## config.mk

```make
export PLATFORM = sky130hd
export DESIGN_NAME = mem_scrambler
export DESIGN_NICKNAME = d
export VERILOG_FILES = /design/src/rtl/mem_scrambler.sv
export SDC_FILE = /design/constraint.sdc
export NUM_CORES = 1
export LEC_CHECK = 0
export ABC_AREA = 1
export CELL_PAD_IN_SITES_DETAIL_PLACEMENT = 2
export CELL_PAD_IN_SITES_GLOBAL_PLACEMENT = 2
export CORE_MARGIN = 4
export CORE_UTILIZATION = 28
export DETAILED_ROUTE_END_ITERATION = 8
export GPL_ROUTABILITY_DRIVEN = 0
export GPL_TIMING_DRIVEN = 0
export PLACE_DENSITY = 0.86
export SYNTH_ARGS = -nofsm -noshare
export SYNTH_HDL_FRONTEND = slang
export SYNTH_SLANG_ARGS = --single-unit
```

## constraint.sdc

```tcl
create_clock -name clk_i -period 2.31 [get_ports clk_i]
set_input_delay 0.462 -clock clk_i [delete_from_list [all_inputs] [get_ports clk_i]]
set_output_delay 0.462 -clock clk_i [all_outputs]
set_load 0.02 [all_outputs]
```

## src/rtl/mem_scrambler.sv

```systemverilog
// Read/scramble/write-back bus master: walks a block of memory words, bit-scrambles each
// one in place and accumulates an XOR checksum of everything it wrote.
module mem_scrambler #(
  parameter int Width = 8,  // data word width, must be even
  parameter int Depth = 5   // address width
) (
  input  logic             clk_i,
  input  logic             rst_i,
  input  logic             start_i,
  input  logic [Depth-1:0] base_i,
  input  logic [Depth:0]   count_i,
  output logic             busy_o,
  output logic             done_o,
  output logic [Width-1:0] checksum_o,
  output logic             mem_cs_no,
  output logic             mem_oe_o,
  output logic             mem_we_o,
  output logic [Depth-1:0] mem_addr_o,
  output logic [Width-1:0] mem_wdata_o,
  input  logic [Width-1:0] mem_rdata_i
);

  localparam logic [2:0] IDLE  = 3'd0;
  localparam logic [2:0] READ  = 3'd1;
  localparam logic [2:0] TURN  = 3'd2;
  localparam logic [2:0] WRITE = 3'd3;
  localparam logic [2:0] DONE  = 3'd4;

  localparam logic [Depth:0] CNT_ZERO = '0;
  localparam logic [Depth:0] CNT_ONE  = (Depth+1)'(1);

  logic [2:0]       state_reg;
  logic [Depth:0]   remaining_reg;
  logic [Width-1:0] rdata_reg;
  logic [Width-1:0] scrambled;

  // Interleave low-half bits with mirrored high-half bits, MSB first.
  generate
    for (genvar gi = 0; gi < Width / 2; gi++) begin : g_scramble
      assign scrambled[Width-1-2*gi] = rdata_reg[gi];
      assign scrambled[Width-2-2*gi] = rdata_reg[Width-1-gi];
    end
  endgenerate

  // Bus outputs are registered alongside the state, so each is set for the state being entered.
  always_ff @(posedge clk_i) begin
    if (rst_i) begin
      state_reg     <= IDLE;
      remaining_reg <= '0;
      rdata_reg     <= '0;
      busy_o        <= 1'b0;
      done_o        <= 1'b0;
      checksum_o    <= '0;
      mem_cs_no     <= 1'b1;
      mem_oe_o      <= 1'b0;
      mem_we_o      <= 1'b0;
      mem_addr_o    <= '0;
      mem_wdata_o   <= '0;
    end else begin
      done_o <= 1'b0;
      case (state_reg)
        IDLE: begin
          if (start_i) begin
            checksum_o    <= '0;
            remaining_reg <= count_i;
            mem_addr_o    <= base_i;
            if (count_i == CNT_ZERO) begin
              state_reg <= DONE;
              done_o    <= 1'b1;
            end else begin
              state_reg <= READ;
              busy_o    <= 1'b1;
              mem_cs_no <= 1'b0;
              mem_oe_o  <= 1'b1;
            end
          end
        end
        READ: begin
          rdata_reg <= mem_rdata_i;
          state_reg <= TURN;
          mem_cs_no <= 1'b1;
          mem_oe_o  <= 1'b0;
        end
        TURN: begin
          mem_wdata_o <= scrambled;
          state_reg   <= WRITE;
          mem_cs_no   <= 1'b0;
          mem_we_o    <= 1'b1;
        end
        WRITE: begin
          checksum_o <= checksum_o ^ mem_wdata_o;
          mem_we_o   <= 1'b0;
          if (remaining_reg > CNT_ONE) begin
            remaining_reg <= remaining_reg - CNT_ONE;
            mem_addr_o    <= mem_addr_o + Depth'(1);
            state_reg     <= READ;
            mem_oe_o      <= 1'b1;
          end else begin
            state_reg <= DONE;
            mem_cs_no <= 1'b1;
            busy_o    <= 1'b0;
            done_o    <= 1'b1;
          end
        end
        DONE: begin
          state_reg <= IDLE;
        end
        default: begin
          state_reg <= IDLE;
          busy_o    <= 1'b0;
          mem_cs_no <= 1'b1;
          mem_oe_o  <= 1'b0;
          mem_we_o  <= 1'b0;
        end
      endcase
    end
  end

endmodule

```

Word-level counts from Yosys, hierarchy flattened
Cells that the tools add are included.
{"block": "totals", "reg_bits": 43, "out_inout_bits": 26}
{"block": "op_classes", "n_addsub": 2, "magnitude_cmp": 1, "eq_ne": 8, "mux": 27, "bitwise_logic": 4, "reduce_logical": 11}
{"cell": "8-bit case mux with 2 select lines", "count": 1}
{"cell": "6-bit 2-to-1 mux", "count": 2}
{"cell": "3-bit case mux with 4 select lines", "count": 1}
{"cell": "6-bit case mux with 2 select lines", "count": 1}
{"cell": "4-bit AND reduction", "count": 3}
{"cell": "1-bit 2-to-1 mux", "count": 10}
{"cell": "5-bit 2-to-1 mux", "count": 2}
{"cell": "5-bit case mux with 2 select lines", "count": 1}
{"cell": "3-bit 2-to-1 mux", "count": 3}
{"cell": "8-bit 2-to-1 mux", "count": 1}
{"cell": "2-bit inequality test, second input constant", "count": 4}
{"cell": "8-bit bitwise XOR", "count": 1}
{"cell": "3-bit by 2-bit == test with 1-bit output, second input constant", "count": 2}
{"cell": "6-bit by 1-bit greater-than comparator with 1-bit output, second input constant", "count": 1}
{"cell": "6-bit logical NOT", "count": 1}
{"cell": "1-bit case mux with 3 select lines", "count": 2}
{"cell": "3-bit OR reduction", "count": 2}
{"cell": "6-bit by 1-bit subtractor with 6-bit output, second input constant", "count": 1}
{"cell": "5-bit by 1-bit adder with 5-bit output, second input constant", "count": 1}
{"cell": "1-bit case mux with 2 select lines", "count": 2}
{"cell": "1-bit case mux with 4 select lines", "count": 1}
{"cell": "3-bit by 1-bit == test with 1-bit output, second input constant", "count": 1}
{"cell": "3-bit == test, second input constant", "count": 1}
{"cell": "3-bit logical NOT", "count": 1}
{"cell": "5 further kinds", "count": 7}

Longest topological paths before layout
{"block": "depth", "ltp_word": 4, "mapped_depth": 11}

Worst setup path before layout
Ideal clock, no wire load.
{"block": "synth_timing", "kind": "register -> register", "from": "register remaining_reg[0]", "to": "register mem_addr_o[0]", "setup_time_ns": 0.119, "t_arrival_ns": 1.291, "required_ns": 2.191, "slack_ns": 0.899, "path_stages_with_launch": 11, "n_path_buf": 1, "synth_period_minus_slack_ns": 1.411, "cell_sequence": "dfxtp_1 > inv_1 > ha_1 > inv_1 > nand2_1 > nand3_1 > nor2_1 > nor2_4 > buf_6 > o21ai_1 > a21oi_1"}
{"block": "synth_between", "elab_chain_cells": 3}
{"element": "start: declaration", "line": "33", "rtl": "logic [Depth:0] remaining_reg;"}
{"element": "start signal: assignment", "line": "65", "rtl": "remaining_reg <= count_i;"}
{"element": "start signal: assignment", "line": "94", "rtl": "remaining_reg <= remaining_reg - CNT_ONE;"}
{"element": "6-bit by 1-bit greater-than comparator with 1-bit output", "line": "93", "rtl": "if (remaining_reg > CNT_ONE) begin"}
{"element": "2-bit inequality test (no line)"}
{"element": "3-bit AND reduction (no line)"}
{"element": "end signal: assignment", "line": "66", "rtl": "mem_addr_o <= base_i;"}
{"element": "end signal: assignment", "line": "95", "rtl": "mem_addr_o <= mem_addr_o + Depth'(1);"}
{"element": "end: declaration", "line": "18", "rtl": "output logic [Depth-1:0] mem_addr_o,"}
No other way between the ends.
A chain may end at the register's enable or synchronous reset.

Worst setup path in the final report
{"block": "layout_timing", "from": "register mem_addr_o[3]", "to": "output mem_addr_o[3]"}
No word-level cell between the ends.

==> flow_metrics.env <==
export IMPL_outcome="finished, final reports clean"
export IMPL_die_x_um=92.29
export IMPL_fin_setup_tns_ns=0
export IMPL_path_buf_inv=1
export IMPL_max_stage_delay_ns=0.64
export IMPL_period_share_pct=79.29
export IMPL_synth_warning_count=0
export IMPL_netlist_area_mm2=0.001989
export IMPL_synth_top_cell_area_share_pct=43.27
export IMPL_stdcell_count=436
export IMPL_regArea_um2=860.8
export IMPL_wl_um=6575
export IMPL_cts_buffers=5
export IMPL_clkSlewWorstSetupHoldPaths_ns=0.09
export IMPL_multiInputGateArea_um2=988.4
export IMPL_route_vias_total=2067
export IMPL_port_buffers=47
export IMPL_drt_iter0_markers=54
export IMPL_crit_family="buffers and inverters"
export IMPL_path_cells="clkdlybuf4s50_1"
export IMPL_viasPerCell=4.741
export IMPL_worstSetupEndpointType="primary output"
export IMPL_hold_slack_ns=0.4686
export IMPL_routedWlPerCell_um=15.08
export IMPL_grt_pass1_vias=2246
export IMPL_rrSetupSlack_ns=0.63
export IMPL_rsz0062_at_grt="no"
export IMPL_leakagePower_uw=0.001092
export IMPL_synth_nets=310
export IMPL_peakVddDrop_mv=0.2747
export IMPL_final_antenna_net_count=0
export IMPL_drive_above_1_share_pct=7.059
export IMPL_initial_core_util_pct=29.12
export IMPL_cts_max_level=2
export IMPL_yosysTopAreaCell="dfxtp_1"
export IMPL_dp_cells=428
export IMPL_cp_max_fo=5
export IMPL_worst_endpoint_required_ns=1.85
export IMPL_syn_avg_cell_area_um2=6.980
export IMPL_clk_path_buf_depth=2
export IMPL_ioPinCount=48
export IMPL_fp_dieArea_mm2=0.008517
export IMPL_setup_violations_final=0
export IMPL_finalHoldViolCount=0
export IMPL_cp_arrival_ns=1.37
export IMPL_nFillCells=818
export IMPL_post_dp_cell_area_mm2=0.002580
export IMPL_max_freq_ghz=0.5460
export IMPL_stdcell_area_mm2=0.002665
export IMPL_root_buffer="clkbuf_8"
export IMPL_yosysSeqAreaShare_pct=43.27
export IMPL_post_cts_resized=0
export IMPL_grt_pass1_wl_um=11160
export IMPL_diodes=0
export IMPL_core_area_mm2=0.006832
export IMPL_start_kind="flop"
export IMPL_rows=30
export IMPL_ys_ff_latch=43
export IMPL_synthTopCellsByArea="dfxtp_1 43%, nand2_1 15%, nor2_1 8.1%"
export IMPL_timing_final_ws_setup_ns=0.4785
export IMPL_cts_sinks=43
export IMPL_crit_type="flop to primary output"
export IMPL_nNetsFinal=364
export IMPL_cap_violations=0
export IMPL_drc=0
export IMPL_grt_max_degree=14
export IMPL_place_ws_ns=0.1831
export IMPL_die_h_um=92.29
export IMPL_worst_pin_slew_ns=0.6187
export IMPL_p_per_area_mw_per_mm2=819.6
export IMPL_clk_latency_ns=0.30
export IMPL_synthArstFlopShare_pct=0
export IMPL_syn_inst=285
export IMPL_synth_cell_types=29
export IMPL_cts_hold_buffers=0
export IMPL_hp_class="flop to flop"
export IMPL_dpl_hpwl_um=5076
export IMPL_cts_tree="built"
export IMPL_slew_limit_headroom_pct=58.75
export IMPL_final_cell_mix="77 x nand2_1, 47 x clkdlybuf4s50_1, 43 x nor2_1, 43 x dfxtp_1, 25 x a21oi_1"
export IMPL_post_cts_buffers=0
export IMPL_antenna_found_initial=0
export IMPL_slew_viol_final=0
export IMPL_dominantRegCellSynth="dfxtp_1"
export IMPL_area_growth_syn_to_layout_pct=33.96
export IMPL_drtPass1Iterations=4
export IMPL_slowest_stage="clkdlybuf4s50_1"
export IMPL_period_needed_ns=1.832
export IMPL_layout_commonest_cell="nand2_1"
export IMPL_synth_enable_flop_cells=0
export IMPL_overflow=0
export IMPL_grt_usage_pct=16.46
export IMPL_fin_worst_skew_ns=0.008595
-- logic make-up (layout without fill, tap and decap cells) --
| logic type | after synthesis | in the layout | share of synthesized area, % |
|---|---|---|---|
| xor+xnor | 6 | 6 | 2.641 |
| simple gates | 147 | 147 | 31.38 |
| compound gates | 53 | 53 | 13.77 |
| buf+inv | 33 | 88 | 7.044 |
| flops | 43 | 43 | 43.27 |
| fa+ha+maj | 3 | 3 | 1.887 |
-- worst paths after layout --
| path | cells after the start | endpoint | startpoint |
|---|---|---|---|
| max | 1 | mem_addr_o[3] | mem_addr_o[3] |
| min | 2 | rdata_reg[0] | rdata_reg[0] |
| max reg2reg | 10 | mem_addr_o[3] | remaining_reg[0] |
| min reg2reg | 2 | rdata_reg[0] | rdata_reg[0] |
-- cell type report --
class / instances / area share [%]
plain buffers: 9 / 1.878
clock buffers: 6 / 2.723
clock inverters: 2 / 0.4695
inverters: 24 / 3.380
multi-input cells: 209 / 37.09
flip-flops and latches: 43 / 32.30
well taps: 96 / 4.507
repair buffers: 47 / 17.65
-- routing by layer --
metal	global-route usage (%)	vias to the layer above	routed length [µm]
li1	-	1016	-
met1	19.40	1014	2855
met2	29.99	30	3433
met3	3.087	7	192
met4	5.198	0	93
met5	0	-	0
-- per-stage QoR --
| step | utilization (%) | power, µW |
|---|---|---|
| finish | 39.01 | 2184 |
| global route | 39.01 | 2344 |
| CTS | 39.01 | 2213 |
| detailed placement | 37.77 | 1728 |
| global placement | 37.77 | 1686 |
| floorplan | - | 1410 |
-- cell usage after synthesis (2+ instances only) --
cell type   n
ha_1        3
o21ai_0    15
o21ai_1    10
buf_2       4
nand3_1    13
dfxtp_1    43
nor2_4      2
a21oi_1    25
nor2_1     43
inv_2       2
inv_1      21
or2_2       2
nand3b_1    2
or2_0       2
nand2_1    77
clkbuf_1    3
xor2_1      6
-- power by group --
| group | switching [µW] | total, µW | internal (µW) | leakage, µW |
|---|---|---|---|---|
| Combinational | 466 | 768 | 301 | 0.000699 |
| Sequential | 85.7 | 933 | 847 | 0.000352 |
| Clock | 272 | 484 | 212 | 0.0000412 |
| Total | 824 | 2180 | 1360 | 0.00109 |
Note: power is estimated with default switching activity, not from simulation.
